===== src/rtl/multicycle_control_if.sv =====
// ============================================================================
//  multicycle_control_if
//  Bundles the opcode and memory-ready inputs with the datapath control,
//  debug and retire-count outputs of the multicycle control FSM.
//  Revision: 1.0
// ============================================================================
`default_nettype none

interface multicycle_control_if #(
  parameter int RETIRE_W = 32
);
  logic [5:0]          Opcode;
  logic                mem_ready;
  logic                PCWrite;
  logic                PCWriteCond;
  logic                IorD;
  logic                MemRead;
  logic                MemWrite;
  logic                MemtoReg;
  logic                IRWrite;
  logic                ALUSrcA;
  logic                RegWrite;
  logic                RegDst;
  logic                ExtOp;
  logic [1:0]          PCSource;
  logic [1:0]          ALUSrcB;
  logic [1:0]          ALUOp;
  logic [3:0]          state;
  logic                illegal;
  logic [RETIRE_W-1:0] retire_count;

  modport master (
    input  Opcode, mem_ready,
    output PCWrite, PCWriteCond, IorD, MemRead, MemWrite, MemtoReg, IRWrite,
           ALUSrcA, RegWrite, RegDst, ExtOp, PCSource, ALUSrcB, ALUOp,
           state, illegal, retire_count
  );

  modport slave (
    output Opcode, mem_ready,
    input  PCWrite, PCWriteCond, IorD, MemRead, MemWrite, MemtoReg, IRWrite,
           ALUSrcA, RegWrite, RegDst, ExtOp, PCSource, ALUSrcB, ALUOp,
           state, illegal, retire_count
  );
endinterface

`default_nettype wire


===== src/rtl/multicycle_control.sv =====
// ============================================================================
//  multicycle_control
//  Main control FSM of the multicycle MIPS datapath with memory-ready stalls
//  and a wrapping retired-instruction counter.
//  Revision: 1.0
// ============================================================================
`default_nettype none

module multicycle_control #(
  parameter int RETIRE_W = 32
) (
  input  wire logic             clk,
  input  wire logic             reset,
  multicycle_control_if.master  bus
);

  localparam logic [3:0] c_fetch        = 4'd0;
  localparam logic [3:0] c_decode       = 4'd1;
  localparam logic [3:0] c_mem_addr     = 4'd2;
  localparam logic [3:0] c_mem_read     = 4'd3;
  localparam logic [3:0] c_mem_wb       = 4'd4;
  localparam logic [3:0] c_mem_write    = 4'd5;
  localparam logic [3:0] c_execute      = 4'd6;
  localparam logic [3:0] c_r_complete   = 4'd7;
  localparam logic [3:0] c_branch       = 4'd8;
  localparam logic [3:0] c_jump         = 4'd9;
  localparam logic [3:0] c_imm_exec     = 4'd10;
  localparam logic [3:0] c_imm_complete = 4'd11;
  localparam logic [3:0] c_illegal      = 4'd12;

  localparam logic [5:0] c_op_r    = 6'h00;
  localparam logic [5:0] c_op_lw   = 6'h23;
  localparam logic [5:0] c_op_sw   = 6'h2B;
  localparam logic [5:0] c_op_beq  = 6'h04;
  localparam logic [5:0] c_op_j    = 6'h02;
  localparam logic [5:0] c_op_addi = 6'h08;
  localparam logic [5:0] c_op_andi = 6'h0C;

  logic [3:0]          r_state;
  logic [3:0]          w_next_state;
  logic [RETIRE_W-1:0] r_retire_count;
  logic                w_retire;

  // Ungated write enables; reset masks them below.
  logic w_pc_write;
  logic w_pc_write_cond;
  logic w_mem_write;
  logic w_reg_write;
  logic w_ir_write;

  always_comb begin
    w_next_state    = c_fetch;
    w_retire        = 1'b0;
    w_pc_write      = 1'b0;
    w_pc_write_cond = 1'b0;
    w_mem_write     = 1'b0;
    w_reg_write     = 1'b0;
    w_ir_write      = 1'b0;
    bus.IorD        = 1'b0;
    bus.MemRead     = 1'b0;
    bus.MemtoReg    = 1'b0;
    bus.ALUSrcA     = 1'b0;
    bus.RegDst      = 1'b0;
    bus.ExtOp       = 1'b0;
    bus.PCSource    = 2'd0;
    bus.ALUSrcB     = 2'd0;
    bus.ALUOp       = 2'd0;
    bus.illegal     = 1'b0;

    case (r_state)
      c_fetch: begin
        bus.MemRead  = 1'b1;
        bus.ALUSrcB  = 2'd1;
        w_ir_write   = bus.mem_ready;
        w_pc_write   = bus.mem_ready;
        w_next_state = bus.mem_ready ? c_decode : c_fetch;
      end
      c_decode: begin
        bus.ALUSrcB = 2'd3;
        case (bus.Opcode)
          c_op_lw, c_op_sw:     w_next_state = c_mem_addr;
          c_op_r:               w_next_state = c_execute;
          c_op_beq:             w_next_state = c_branch;
          c_op_j:               w_next_state = c_jump;
          c_op_addi, c_op_andi: w_next_state = c_imm_exec;
          default:              w_next_state = c_illegal;
        endcase
      end
      c_mem_addr: begin
        bus.ALUSrcA  = 1'b1;
        bus.ALUSrcB  = 2'd2;
        w_next_state = (bus.Opcode == c_op_sw) ? c_mem_write : c_mem_read;
      end
      c_mem_read: begin
        bus.MemRead  = 1'b1;
        bus.IorD     = 1'b1;
        w_next_state = bus.mem_ready ? c_mem_wb : c_mem_read;
      end
      c_mem_wb: begin
        w_reg_write  = 1'b1;
        bus.MemtoReg = 1'b1;
        w_retire     = 1'b1;
      end
      c_mem_write: begin
        w_mem_write  = 1'b1;
        bus.IorD     = 1'b1;
        w_retire     = bus.mem_ready;
        w_next_state = bus.mem_ready ? c_fetch : c_mem_write;
      end
      c_execute: begin
        bus.ALUSrcA  = 1'b1;
        bus.ALUOp    = 2'd2;
        w_next_state = c_r_complete;
      end
      c_r_complete: begin
        w_reg_write = 1'b1;
        bus.RegDst  = 1'b1;
        w_retire    = 1'b1;
      end
      c_branch: begin
        bus.ALUSrcA     = 1'b1;
        bus.ALUOp       = 2'd3;
        w_pc_write_cond = 1'b1;
        bus.PCSource    = 2'd1;
        w_retire        = 1'b1;
      end
      c_jump: begin
        w_pc_write   = 1'b1;
        bus.PCSource = 2'd2;
        w_retire     = 1'b1;
      end
      c_imm_exec: begin
        bus.ALUSrcA  = 1'b1;
        bus.ALUSrcB  = 2'd2;
        if (bus.Opcode == c_op_andi) begin
          bus.ALUOp = 2'd1;
          bus.ExtOp = 1'b1;
        end
        w_next_state = c_imm_complete;
      end
      c_imm_complete: begin
        w_reg_write = 1'b1;
        w_retire    = 1'b1;
      end
      c_illegal: begin
        bus.illegal  = 1'b1;
        w_next_state = c_illegal;
      end
      default: w_next_state = c_fetch;
    endcase
  end

  assign bus.PCWrite      = w_pc_write      & ~reset;
  assign bus.PCWriteCond  = w_pc_write_cond & ~reset;
  assign bus.MemWrite     = w_mem_write     & ~reset;
  assign bus.RegWrite     = w_reg_write     & ~reset;
  assign bus.IRWrite      = w_ir_write      & ~reset;
  assign bus.state        = r_state;
  assign bus.retire_count = r_retire_count;

  always_ff @(posedge clk) begin
    if (reset) begin
      r_state        <= c_fetch;
      r_retire_count <= '0;
    end else begin
      r_state <= w_next_state;
      if (w_retire) begin
        r_retire_count <= r_retire_count + 1'b1;
      end
    end
  end

endmodule

`default_nettype wire

===== src/flat_wrapper.sv =====
// flat-port wrapper written by rule: the top's interface ports become plain ports
module multicycle_control_flat 
#(
  parameter int RETIRE_W = 32
)
  (clk, reset, bus_Opcode, bus_mem_ready, bus_PCWrite, bus_PCWriteCond, bus_IorD, bus_MemRead, bus_MemWrite, bus_MemtoReg, bus_IRWrite, bus_ALUSrcA, bus_RegWrite, bus_RegDst, bus_ExtOp, bus_PCSource, bus_ALUSrcB, bus_ALUOp, bus_state, bus_illegal, bus_retire_count);
  multicycle_control_if #(.RETIRE_W(RETIRE_W)) bus_i ();
  input  wire logic clk;
  input  wire logic reset;
  input wire logic [$bits(bus_i.Opcode)-1:0] bus_Opcode;
  input wire logic [$bits(bus_i.mem_ready)-1:0] bus_mem_ready;
  output wire logic [$bits(bus_i.PCWrite)-1:0] bus_PCWrite;
  output wire logic [$bits(bus_i.PCWriteCond)-1:0] bus_PCWriteCond;
  output wire logic [$bits(bus_i.IorD)-1:0] bus_IorD;
  output wire logic [$bits(bus_i.MemRead)-1:0] bus_MemRead;
  output wire logic [$bits(bus_i.MemWrite)-1:0] bus_MemWrite;
  output wire logic [$bits(bus_i.MemtoReg)-1:0] bus_MemtoReg;
  output wire logic [$bits(bus_i.IRWrite)-1:0] bus_IRWrite;
  output wire logic [$bits(bus_i.ALUSrcA)-1:0] bus_ALUSrcA;
  output wire logic [$bits(bus_i.RegWrite)-1:0] bus_RegWrite;
  output wire logic [$bits(bus_i.RegDst)-1:0] bus_RegDst;
  output wire logic [$bits(bus_i.ExtOp)-1:0] bus_ExtOp;
  output wire logic [$bits(bus_i.PCSource)-1:0] bus_PCSource;
  output wire logic [$bits(bus_i.ALUSrcB)-1:0] bus_ALUSrcB;
  output wire logic [$bits(bus_i.ALUOp)-1:0] bus_ALUOp;
  output wire logic [$bits(bus_i.state)-1:0] bus_state;
  output wire logic [$bits(bus_i.illegal)-1:0] bus_illegal;
  output wire logic [$bits(bus_i.retire_count)-1:0] bus_retire_count;
  assign bus_i.Opcode = bus_Opcode;
  assign bus_i.mem_ready = bus_mem_ready;
  assign bus_PCWrite = bus_i.PCWrite;
  assign bus_PCWriteCond = bus_i.PCWriteCond;
  assign bus_IorD = bus_i.IorD;
  assign bus_MemRead = bus_i.MemRead;
  assign bus_MemWrite = bus_i.MemWrite;
  assign bus_MemtoReg = bus_i.MemtoReg;
  assign bus_IRWrite = bus_i.IRWrite;
  assign bus_ALUSrcA = bus_i.ALUSrcA;
  assign bus_RegWrite = bus_i.RegWrite;
  assign bus_RegDst = bus_i.RegDst;
  assign bus_ExtOp = bus_i.ExtOp;
  assign bus_PCSource = bus_i.PCSource;
  assign bus_ALUSrcB = bus_i.ALUSrcB;
  assign bus_ALUOp = bus_i.ALUOp;
  assign bus_state = bus_i.state;
  assign bus_illegal = bus_i.illegal;
  assign bus_retire_count = bus_i.retire_count;
  multicycle_control #(.RETIRE_W(RETIRE_W)) u_core (.clk(clk), .reset(reset), .bus(bus_i));
endmodule

===== config.mk =====
export PLATFORM = sky130hd
export DESIGN_NAME = multicycle_control_flat
export DESIGN_NICKNAME = d
export VERILOG_FILES = /design/src/rtl/multicycle_control_if.sv /design/src/rtl/multicycle_control.sv /design/src/flat_wrapper.sv
export SDC_FILE = /design/constraint.sdc
export NUM_CORES = 1
export LEC_CHECK = 0
export ABC_AREA = 1
export CORE_ASPECT_RATIO = 1.5
export CORE_MARGIN = 3
export CORE_UTILIZATION = 51
export CTS_BUF_LIST = sky130_fd_sc_hd__clkbuf_8
export DETAILED_ROUTE_END_ITERATION = 7
export PLACE_DENSITY = 0.82
export REMOVE_ABC_BUFFERS = 1
export SLEW_MARGIN = 20
export SYNTH_ARGS = -nofsm -noshare
export SYNTH_HDL_FRONTEND = slang
export SYNTH_SLANG_ARGS = --single-unit

===== constraint.sdc =====
create_clock -name clk -period 1.7 [get_ports clk]
set_clock_uncertainty 0.15 [all_clocks]
set_input_delay 0.425 -clock clk [delete_from_list [all_inputs] [get_ports clk]]
set_output_delay 0.425 -clock clk [all_outputs]
set_load 0.03 [all_outputs]

; ---- Word-level counts from Yosys, hierarchy flattened
; Cells that the tools add are included.
[totals]
word_cells = 61
ff_bits = 36
out_inout_bits = 54
in_bits = 9
[classes]
n_reduce_logical = 10
eq_ne = 18
n_bitwise = 6
n_addsub = 1
n_mux = 24
[ops]
columns = cell, n
row1 = $add A32 B1 Y32 const B, 1
row2 = $pmux W4 S8, 1
row3 = $eq A4 B4 Y1 const B, 5
row4 = $pmux W4 S5, 1
row5 = $eq A4 B3 Y1 const B, 4
row6 = $mux W1, 14
row7 = $eq A6 B4 Y1 const B, 2
row8 = $eq A6 B6 Y1 const B, 2
row9 = $pmux W2 S3, 2
row10 = $reduce_or A2 Y1, 5
row11 = $mux W3, 3
row12 = $eq A4 B2 Y1 const B, 2
row13 = $eq A6 B2 Y1 const B, 1
row14 = $eq A6 B3 Y1 const B, 1
row15 = $logic_not A6 Y1, 1
row16 = $and A1 B1 Y1, 5
row17 = $reduce_or A5 Y1, 1
row18 = $eq A4 B1 Y1 const B, 1
row19 = $logic_not A4 Y1, 1
row20 = $pmux W1 S2, 2
row21 = $pmux W2 S2, 1
row22 = $reduce_or A4 Y1, 1
row23 = $reduce_or A3 Y1, 1
row24 = $not A1 Y1, 1

; ---- Depth between registers and ports, before layout
[logic_depth]
depth_word = 4
ltp_mapped = 10
depth_no_buf = 10

; ---- Least setup slack after synthesis
; No wires, ideal clock.
[synth_timing]
path_type = flip-flop to output port
start = register u_core.r_state[3], in the netlist u_core.bus.state[3]
end = output port bus_PCWriteCond
path_buffers = 0
setup_slack_ns = -0.647
t_arrival_ns = 1.772
path_stages_with_launch = 5
t_required_ns = 1.125
cell_sequence = dfxtp_1 nand2_1 nor2_1 inv_1 nor2_1
[synth_between]
elab_chain_len = 3
[synth_lines]
columns = element, line
row1 = from (decl), multicycle_control.sv:39  ; logic [3:0] r_state;
row2 = from (signal assigned), multicycle_control.sv:163  ; r_state <= c_fetch;
row3 = from (signal assigned), multicycle_control.sv:166  ; r_state <= w_next_state;
row4 = $eq A4 B4 Y1, multicycle_control.sv:70  ; case (r_state)
row5 = $mux W1, multicycle_control.sv:70
row6 = $and A1 B1 Y1, multicycle_control.sv:154  ; assign bus.PCWriteCond = w_pc_write_cond & ~reset;
row7 = to (decl), flat_wrapper.sv:13  ; output wire logic [$bits(bus_i.PCWriteCond)-1:0] bus_PCWriteCond;
; No other way between the ends.

; ---- Worst setup path in the final report
[layout_timing]
start = register u_core.r_state[2], in the netlist u_core.bus.state[2]
end = register u_core.r_retire_count[29], in the netlist u_core.bus.retire_count[29]
[layout_between]
elab_chain_len = 3
elab_cells_between_ends = 8
cone_classes = 6 x eq/ne / 1 x mux / 1 x reduce/logical
[layout_lines]
columns = element, line
row1 = $eq A4 B4 Y1 / $eq A4 B3 Y1 (equally long branches), multicycle_control.sv:70
row2 = $reduce_or A5 Y1 (no source line), -
row3 = $pmux W1 S2 *, multicycle_control.sv:70
row4 = to (signal assigned), multicycle_control.sv:168  ; r_retire_count <= r_retire_count + 1'b1;
row5 = to (decl), multicycle_control.sv:41  ; logic [RETIRE_W-1:0] r_retire_count;
; Every way passes the cells marked *; elsewhere a longest branch is shown, timed or not.
; A chain may end at the register's enable or synchronous reset.

==> impl_metrics.yaml <==
sta:
  tightest_slew_ns: 0.340
  fmax_ghz: 0.471
  period_needed_ns: 2.12
  relSlewSlack_pct: 77.3
  finalWorstSetupSlack_ns: -0.423
  hold_viol: 0
  report.final.slew_viol_count: 0
  rsz0062_at_grt: "yes"
  fin_tns_setup_ns: -13.27
  period_share_pct: 125
  setup_viol_count_final: 55
placed_design:
  portBuffers: 62
  dpl.hpwl_microns: 5820
  pre_cts_ws_ns: -0.427
  dpl.cell_count: 594
  dpl_cell_area_sq_um: 3440
  gp_congestion: 0.926
cells_and_area:
  stdcell_count: 624
  stdcell_area_sq_um: 4050
  mostFrequentLayoutCell: "nand2_1"
  mostFrequentLayoutCells: "117 x nand2_1, 78 x buf_4, 69 x nor2_1"
  final_core_util_pct: 88.4
  antennaDiodeCount: 0
  syn_to_final_growth_pct: 66.5
  drive_gt1_share_pct: 32.7
  nets: 569
floorplan:
  num_io_pins: 63
  placementRows: 30
  die_w_microns: 62.4
  start_util_pct: 53.1
  die_area_sq_um: 5650
  core_sq_um: 4580
  chipHeight_microns: 90.6
logic_synthesis:
  synthesis.area_sq_um: 2430
  synth_top_area_share_pct: 29.6
  synth.ff_latch_count: 36
  syn_inst: 420
  ys_warn_count: 0
  synth_cell_type_count: 27
  yosysSeqAreaShare_pct: 29.6
  synth_largest_area_cell: "dfxtp_1"
  ys_top_cells_by_area: "dfxtp_1 30%, nand2_1 19%, nor2_1 12%"
  synth_area_per_cell_sq_um: 5.79
global_routing:
  grt_pass1_vias: 3257
  grtUsageMet1_pct: 32.0
  antenna_found_initial: 0
  grt_max_degree: 12
  grt.met3_usage_pct: 6.10
  track_usage_pct: 32.4
  grt_pass1_wl_microns: 14800
  grt_use_met2_pct: 60.4
  grt-busiest-layer: "met2"
  globalRoute.totalOverflow: 0
power_and_ir_drop:
  p_per_area_nw_per_um2: 563
  vdd_drop_max_mv: 0.550
  p_leak_uw: 0.00180
critical_path:
  crit_arrival_ns: 2.17
  max_stage_delay_ns: 0.40
  slowest_stage: "dfxtp_4"
  startpoint_type: "register"
  critPathCaptureType: "register"
  path_max_fanout: 8
  critical_path_class: "register to register"
  critical_path_required_ns: 1.75
  cp_cell_sequence: "buf_6, nand2_8, buf_6, nor2_4, buf_4, nand2_1, nand3_4, buf_12, buf_16, nand3_1, nor2_1, nor2_1"
run_status:
  violations: "design-rule violations, negative setup slack"
  status: "finished, violations left"
detailed_routing:
  ant_nets: 0
  wirelength_microns: 12600
  wl_per_cell_microns: 20.1
  drt-vias-per-instance: 6.19
  drt_iter0_drc: 545
  drcViolationCount: 14
  vias: 3863
  drt-pass1-iter-count: 8
clocking:
  clock_latency_ns: 0.32
  cts.path.max_buffers: 2
  cts-root-buf: "clkbuf_8"
  htree_levels: 2
  path_clk_slew_ns: 0.09
  cts_inserted_buffers: 5
  cts_hold_buf: 0
  clock_sinks: 36
  tritoncts: "done"
run:
  cap_violations: 0
min_path:
  hold_path_class: "register to register"
-- synth_stat cells (all sizes together) --
| cell | number |
|---|---|
| a21oi | 22 |
| a31oi | 1 |
| a41oi | 1 |
| buf | 6 |
| clkbuf | 3 |
| dfxtp | 36 |
| ha | 1 |
| inv | 61 |
| nand2 | 128 |
| nand3 | 32 |
| nand4 | 8 |
| nor2 | 91 |
| nor3 | 3 |
| nor4 | 1 |
| o21ai | 19 |
| o21bai | 1 |
| xnor2 | 3 |
| xor2 | 3 |
-- layout make-up --
| class | instances | area, sq um |
|---|---|---|
| timing repair inverter | 1 | 7.51 |
| clock buffer | 6 | 82.6 |
| fill | 244 | 531 |
| multi-input combinational | 314 | 1620 |
| timing repair buffer | 140 | 1260 |
| tap | 64 | 80.1 |
| inverter | 61 | 253 |
| clock inverter | 2 | 11.3 |
| sequential | 36 | 738 |
-- per-layer routing --
| layer | vias up | part of all wire, % |
|---|---|---|
| met3 | 160 | 11 |
| met4 | 0 | 11 |
| li1 | 1586 | - |
| met1 | 1715 | 31 |
| met5 | - | 0 |
| met2 | 402 | 47 |
-- registers in the layout (all words and copies together), names as in the netlist --
signal and count:
u_core.bus.retire_count 32, u_core.bus.state 4
-- worst max-delay path: cells and delay by family, from the launching register on --
family	cells	cell delay (ns)
simple gates	7	0.81
buf+inv	5	0.64
flops	1	0.40
-- path summary, 6_finish.rpt --
path	start	end	slack, ns	cells past startpoint
worst min-delay path	u_core.bus.retire_count[0]	u_core.bus.retire_count[0]	0.32	1
worst max register to register	u_core.bus.state[2]	u_core.bus.retire_count[29]	-0.42	12
worst max-delay path	u_core.bus.state[2]	u_core.bus.retire_count[29]	-0.42	12
worst min register to register	u_core.bus.retire_count[0]	u_core.bus.retire_count[0]	0.32	1
-- what timing repair did --
item / 4_1_cts / 5_1_grt
setup buffers: 8 / 11
setup endpoints to repair: 60 / 60
pin swaps: 14 / 10
gates cloned: 2 / 2
gates resized for setup: 87 / 73
-- stage by stage --
stage	power (uW)	hold WS, ns
CTS	2050	0.314
global route	2310	0.336
finish	2280	0.320
floorplan	1100	0.344
global placement	1310	0.331
detailed placement	1320	0.339
-- logic make-up after synthesis --
logic type | share of synthesized area, %
simple gates | 46.3
buf+inv | 12.0
flops | 29.6
xor+xnor | 2.16
fa+ha+maj | 0.515
compound gates | 9.37
-- power breakdown --
group / total (uW) / switching [uW] / internal [uW] / leakage, uW
clock: 707 / 382 / 325 / 0.0000486
sequential: 875 / 19.8 / 855 / 0.000294
combinational: 697 / 392 / 305 / 0.00146
total: 2280 / 794 / 1490 / 0.00180
(Power assumes the default switching activity.)
